**config.mk**
```make
export PLATFORM = sky130hd
export DESIGN_NAME = bcd_converter
export DESIGN_NICKNAME = d
export VERILOG_FILES = /design/src/rtl/bcd_converter.sv
export SDC_FILE = /design/constraint.sdc
export NUM_CORES = 1
export LEC_CHECK = 0
export ABC_AREA = 1
export CAP_MARGIN = 20
export CORE_MARGIN = 2
export CORE_UTILIZATION = 57
export CTS_CLUSTER_DIAMETER = 100
export CTS_CLUSTER_SIZE = 14
export DETAILED_ROUTE_END_ITERATION = 10
export GPL_TIMING_DRIVEN = 0
export PLACE_DENSITY_LB_ADDON = 0.2
export SYNTH_ARGS = -nofsm -noshare
export SYNTH_HDL_FRONTEND = slang
export SYNTH_SLANG_ARGS = --single-unit
```
**constraint.sdc**
```tcl
create_clock -name clk -period 3.8 [get_ports clk]
set_input_delay 0.57 -clock clk [delete_from_list [all_inputs] [get_ports clk]]
set_output_delay 0.57 -clock clk [all_outputs]
set_load 0.01 [all_outputs]
```
**src/rtl/bcd_converter.sv**
```systemverilog
// Double-dabble binary to BCD: one add-3/shift step per clock, 8 clocks from accepted start to done.
// Starts arriving while busy are dropped; displayed digits hold until the completion edge.
module bcd_converter (
  input  logic       clk,
  input  logic       rst,
  input  logic [7:0] bin,
  input  logic       start,
  output logic       busy,
  output logic       done,
  output logic [3:0] hundreds,
  output logic [3:0] tens,
  output logic [3:0] units
);

  typedef enum logic {
    IDLE  = 1'b0,
    SHIFT = 1'b1
  } state_t;

  state_t      state_q, state_d;
  logic [2:0]  cnt_q, cnt_d;
  logic [11:0] scr_q, scr_d, scr_adj;
  logic [7:0]  sh_q, sh_d;
  logic [3:0]  hun_q, hun_d;
  logic [3:0]  ten_q, ten_d;
  logic [3:0]  uni_q, uni_d;
  logic        done_q, done_d;

  function automatic logic [3:0] add3(input logic [3:0] n);
    return (n >= 4'd5) ? n + 4'd3 : n;
  endfunction

  always_comb begin
    state_d = state_q;
    cnt_d   = cnt_q;
    scr_d   = scr_q;
    sh_d    = sh_q;
    hun_d   = hun_q;
    ten_d   = ten_q;
    uni_d   = uni_q;
    done_d  = 1'b0;
    scr_adj = {add3(scr_q[11:8]), add3(scr_q[7:4]), add3(scr_q[3:0])};

    case (state_q)
      IDLE: begin
        if (start) begin
          sh_d    = bin;
          scr_d   = '0;
          cnt_d   = '0;
          state_d = SHIFT;
        end
      end
      SHIFT: begin
        // Correction is applied before the shift so no nibble reaches 10 afterwards.
        scr_d = (scr_adj << 1) | {11'd0, sh_q[7]};
        sh_d  = sh_q << 1;
        cnt_d = cnt_q + 3'd1;
        if (cnt_q == 3'd7) begin
          hun_d   = scr_d[11:8];
          ten_d   = scr_d[7:4];
          uni_d   = scr_d[3:0];
          done_d  = 1'b1;
          state_d = IDLE;
        end
      end
      default: state_d = IDLE;
    endcase
  end

  always_ff @(posedge clk) begin
    if (rst) begin
      state_q <= IDLE;
      cnt_q   <= '0;
      scr_q   <= '0;
      sh_q    <= '0;
      hun_q   <= '0;
      ten_q   <= '0;
      uni_q   <= '0;
      done_q  <= 1'b0;
    end else begin
      state_q <= state_d;
      cnt_q   <= cnt_d;
      scr_q   <= scr_d;
      sh_q    <= sh_d;
      hun_q   <= hun_d;
      ten_q   <= ten_d;
      uni_q   <= uni_d;
      done_q  <= done_d;
    end
  end

  assign busy     = (state_q == SHIFT);
  assign done     = done_q;
  assign hundreds = hun_q;
  assign tens     = ten_q;
  assign units    = uni_q;

endmodule

```
==> flow_summary.json, run 1 <==
{
  "path_cells": "clkdlybuf4s50_1",
  "nFillCells": 223,
  "numCtsBuffers": 5,
  "critPathBufInv": 1,
  "final_common_cell": "nand2_1",
  "endpoint_kind": "output pin",
  "htree_levels": 2,
  "diodes": 0,
  "dpl.cell_count": 268,
  "ys_ff_latch": 37,
  "synth_cell_types": 25,
  "post-route-period-util_pct": 47.9,
  "ant_nets": 0,
  "tritoncts": "done",
  "grt_util_all_layers_pct": 22.9,
  "drt_first_iter_violations": 79,
  "final_hold_viol_count": 0,
  "finalInstanceArea_mm2": 0.00207,
  "cp_data_arrival_time_ns": 1.25,
  "fmax_ghz": 0.550,
  "syn_to_final_growth_pct": 21.9,
  "clk_pin_slew_ns": 0.12,
  "maxSlewHeadroom_pct": 67.4,
  "wl_per_cell_um": 12.7,
  "dp_hpwl_um": 2500,
  "portBuffers": 23,
  "row_count": 19,
  "crit_path_start_kind": "flop",
  "vias": 1506,
  "p_leak_nw": 0.889,
  "cts_resized": 0,
  "final_cell_mix": "nand2_1 (59), dfxtp_1 (37), nand3_1 (27)",
  "critPathTopFamily": "buffers and inverters",
  "antenna_found_initial": 0,
  "cts-root-buf": "clkbuf_4",
  "rsz0062_at_grt": "false",
  "clock-skew-final_ns": 0.00970,
  "required_ns": 3.23,
  "grt_pass1_wl_um": 5990,
  "die-area_mm2": 0.00342,
  "synthesis.area_mm2": 0.00169,
  "syn-num-nets": 233,
  "vdd_ir_drop_max_uv": 435,
  "routed_wl_um": 3520,
  "grt_max_degree": 13,
  "via_per_inst": 5.46,
  "ys_warn_count": 0,
  "tightest_slew_ns": 0.488,
  "yosysSeqAreaShare_pct": 43.7,
  "grt_pass1_vias": 1329,
  "gp_congestion": 0.849,
  "post_cts_buffers": 0,
  "ioPinCount": 25,
  "clockBufferDepth": 2,
  "synthCells": 214,
  "placed_area_mm2": 0.00196,
  "cp_slowest_cell": "clkdlybuf4s50_1",
  "stdcell_count": 276,
  "maxCapViolCount": 0,
  "slew_violations": 0,
  "nets": 263,
  "initial_utilization_pct": 60.9,
  "critPathKind": "flop to output pin",
  "powerDensity_mw_per_mm2": 390,
  "drive_above_1_share_pct": 9.80,
  "setup_viol": 0,
  "synth_area_per_cell_um2": 7.92,
  "die_h_um": 58.5,
  "cts.sinks": 37,
  "hold_class": "input pin to flop",
  "status": "finished clean",
  "overflow": 0,
  "tns_ns": 0,
  "die_w_um": 58.5,
  "drc": 0,
  "critical-path-max-stage-delay_ns": 0.54,
  "core-area_mm2": 0.00278,
  "path_max_fanout": 2,
  "hold_buffers": 0,
  "clock_latency_ns": 0.35,
  "period_minus_slack_ns": 1.82,
  "drt-pass1-iter-count": 4
}
## final cells by class
class | count | area, um^2 | share of cell area (%)
clock inverters | 3 | 65.1 | 3.15
multi-input cells | 149 | 792 | 38.3
flip-flops and latches | 37 | 741 | 35.9
inverters | 20 | 95.1 | 4.60
clock buffers | 5 | 37.5 | 1.82
well taps | 31 | 38.8 | 1.88
plain buffers | 8 | 66.3 | 3.21
repair buffers | 23 | 230 | 11.1
## logic make-up (layout without fill, tap and decap cells)
group	after synthesis	after routing	share of synthesized area [%]
AND/OR/NAND/NOR	111	111	30.2
flip-flops	37	37	43.7
AO/OA/AOI/OAI	30	30	10.6
buffers and inverters	28	59	9.53
adder cells (fa/ha/maj)	8	8	5.91
## routing by layer
layer / GRT usage (%) / up-vias / wire length [um] / part of all wire [%]
met5: 0 / - / 0 / 0
li1: - / 778 / - / -
met3: 4.84 / 7 / 156 / 4.4
met1: 30.5 / 686 / 1640 / 47
met4: 9.63 / 0 / 56 / 1.6
met2: 36.1 / 35 / 1660 / 47
## path summary, 6_finish.rpt
check                                 from                       end  slack (ns)  cells after the start
hold / removal                         rst    scr_q[11]$_SDFFE_PP0P_        0.41                      2
setup / recovery           busy$_SDFF_PP0_                      busy        1.98                      1
setup reg to reg     scr_q[0]$_SDFFE_PP0P_     scr_q[2]$_SDFFE_PP0P_        2.37                      8
hold reg to reg   hundreds[2]$_SDFFE_PP0P_  hundreds[2]$_SDFFE_PP0P_        0.46                      2
## power breakdown
part | internal, mW | switching [mW] | leakage [nW] | total [mW]
Sequential | 0.398 | 0.00649 | 0.301 | 0.404
Combinational | 0.0275 | 0.0356 | 0.533 | 0.0630
Clock | 0.204 | 0.134 | 0.0552 | 0.337
Total | 0.629 | 0.176 | 0.889 | 0.805
## state kept, by name, summed over array words and instances, names as in the netlist
name / count
busy: 1
units: 4
sh_q: 8
scr_q: 12
tens: 4
cnt_q: 3
hundreds: 4
done: 1
## Yosys cell counts (all sizes together)
cell type | number | area share (%)
nand2 | 61 | 15
dfxtp | 37 | 44
nand3 | 28 | 8.6
inv | 19 | 5.1
a21oi | 16 | 4.7
nor2 | 9 | 2.4
ha | 8 | 5.9
buf | 7 | 3.7
nor3 | 7 | 2.1
o221ai | 7 | 3.6
nand4 | 6 | 2.2
o21ai | 6 | 1.8
a22o | 1 | 0.52
clkbuf | 1 | 0.22
clkinv | 1 | 0.52
## through the flow
step / hold slack (ns) / power (mW) / setup slack, ns / utilization [%]
final: 0.413 / 0.805 / 1.98 / 74.3
after CTS: 0.403 / 0.809 / 1.96 / 74.3
after detailed placement: 0.441 / 0.476 / 2.03 / 70.6
after floorplan: 0.428 / 0.453 / 2.58 / -
after global placement: 0.436 / 0.474 / 2.02 / 70.6
after global routing: 0.417 / 0.833 / 1.95 / 74.3
Note: power is estimated with default switching activity, not from simulation.
==> inputs of run 2 (changes only) <==
Settings changed: CORE_UTILIZATION 57 to 53.
Clock period 3.8 ns to 1.8 ns, I/O delays scaled along.
==> flow_summary.json, run 2 (same netlist as run 1, synthesis figures left out) <==
{
  "die_w_um": 60.5,
  "grt_pass1_wl_um": 5890,
  "tns_ns": 0,
  "final_hold_viol_count": 0,
  "rsz0062_at_grt": "false",
  "setup_viol": 0,
  "via_per_inst": 5.15,
  "vias": 1487,
  "seq_power_share_pct": 60.7,
  "reg_top3": "scr_q x12, sh_q x8",
  "routed_wl_um": 3340,
  "final_common_cell": "nand2_1",
  "post_cts_buffers": 0,
  "htree_levels": 2,
  "nets": 263,
  "r2r-end": "scr_q[5]$_SDFFE_PP0P_",
  "path_max_fanout": 2,
  "wl_per_cell_um": 11.6,
  "numCtsBuffers": 5,
  "initial_utilization_pct": 55.5,
  "hold_buffers": 0,
  "critical-path-max-stage-delay_ns": 0.54,
  "combinationalPowerShare_pct": 9.4,
  "tightest_slew_ns": 0.510,
  "required_ns": 1.53,
  "core-area_mm2": 0.00305,
  "clock-skew-final_ns": 0.00570,
  "clock_latency_ns": 0.34,
  "hold_class": "input pin to flop",
  "dpl.cell_count": 281,
  "p_switching_mw": 0.350,
  "maxSlewHeadroom_pct": 66.0,
  "row_count": 20,
  "drc": 0,
  "min_to": "cnt_q[2]$_SDFFE_PP0P_",
  "final_cell_mix": "nand2_1 (59), dfxtp_1 (37), nand3_1 (27)",
  "finalInstanceArea_mm2": 0.00203,
  "pwr-share-clk_pct": 29.9,
  "largest_reg_flops": 12,
  "setup_ws_ns": 0.282,
  "diodes": 0,
  "overflow": 0,
  "cts_resized": 0,
  "min_from": "rst",
  "path_cells": "clkdlybuf4s50_1",
  "drt_first_iter_violations": 73,
  "regMostFlops": "scr_q",
  "p_int_mw": 1.05,
  "crit_start": "units[0]$_SDFFE_PP0P_",
  "gp_congestion": 0.811,
  "p_leak_nw": 0.860,
  "placed_area_mm2": 0.00198,
  "antenna_found_initial": 0,
  "endpoint_kind": "output pin",
  "clockBufferDepth": 2,
  "ant_nets": 0,
  "post-route-period-util_pct": 84.3,
  "cts.sinks": 37,
  "drive_above_1_share_pct": 8.57,
  "vdd_ir_drop_max_uv": 507,
  "syn_to_final_growth_pct": 19.7,
  "timing.reg2reg.worst_path_depth": 8,
  "cp_data_arrival_time_ns": 1.25,
  "critPathBufInv": 1,
  "critPathKind": "flop to output pin",
  "r2r_start": "scr_q[4]$_SDFFE_PP0P_",
  "fmax_ghz": 0.659,
  "powerDensity_mw_per_mm2": 692,
  "slew_violations": 0,
  "regToRegSetupSlack_ns": 0.39,
  "critPathTopFamily": "buffers and inverters",
  "portBuffers": 23,
  "grt_pass1_vias": 1393,
  "die-area_mm2": 0.00366,
  "crit_path_start_kind": "flop",
  "maxCapViolCount": 0,
  "die_h_um": 60.5,
  "dp_slack_ns": 0.279,
  "cts-root-buf": "clkbuf_4",
  "tritoncts": "done",
  "grt_max_degree": 11,
  "grt_util_all_layers_pct": 21.6,
  "stdcell_count": 289,
  "swShare_pct": 24.9,
  "dp_hpwl_um": 2440,
  "cp_slowest_cell": "clkdlybuf4s50_1",
  "clk_pin_slew_ns": 0.11,
  "drt-pass1-iter-count": 4,
  "status": "finished clean",
  "power_mw": 1.40,
  "period_minus_slack_ns": 1.52,
  "ioPinCount": 25,
  "holdPathStages": 2
}
run 2: changes by cell type in the layout (fill, tap and decap cells not counted), sizes merged:
cell,delta
bufinv,-2
clkbuf,+3
clkinv,-1
run 2: worst reg2reg max path, cell delays in order, from the launching register on:
cell	delay, ns
dfxtp_1	0.41
inv_1	0.10
ha_1	0.21
inv_1	0.05
nand2_1	0.10
nand3_1	0.17
nand2_1	0.10
nand3_1	0.09
a21oi_1	0.06
run 2: metrics by stage:
step | util (%) | hold WS (ns)
finish | 66.4 | 0.128
global route | 66.4 | 0.114
CTS | 66.4 | 0.119
global placement | 64.8 | 0.436
detailed placement | 64.8 | 0.440
floorplan | - | 0.409
run 2: layout make-up:
type / instances / area, um^2
inverters: 20 / 95.1
well taps: 44 / 55.1
clock buffers: 8 / 48.8
fillers: 298 / 1020
plain buffers: 8 / 66.3
repair buffers: 23 / 230
flip-flops and latches: 37 / 741
multi-input cells: 149 / 792
run 2: routing by layer:
layer,track usage [%],vias to the layer above,wire length (um)
li1,-,785,-
met1,27.5,673,1650
met2,34.8,22,1520
met3,7.04,7,115
met4,7.45,0,53
met5,0,-,0
run 2: worst max-delay path by stage:
stage                            end  slack [ns]  cells past startpoint
3_5_place_dp   scr_q[7]$_SDFFE_PP0P_        0.28                      7
3_3_place_gp   scr_q[8]$_SDFFE_PP0P_        0.31                      7
2_1_floorplan  scr_q[5]$_SDFFE_PP0P_        0.59                      8
6_report                    units[0]        0.28                      1
4_1_cts                     units[0]        0.26                      1
5_1_grt                     units[0]        0.22                      1
run 2: power by group through the flow:
stage,clock (mW),combinational [mW],sequential [mW]
floorplan,0,0.0874,0.868
detailed placement,0,0.133,0.871
finish,0.419,0.131,0.852
global placement,0,0.131,0.870
global route,0.470,0.146,0.856
CTS,0.435,0.133,0.852
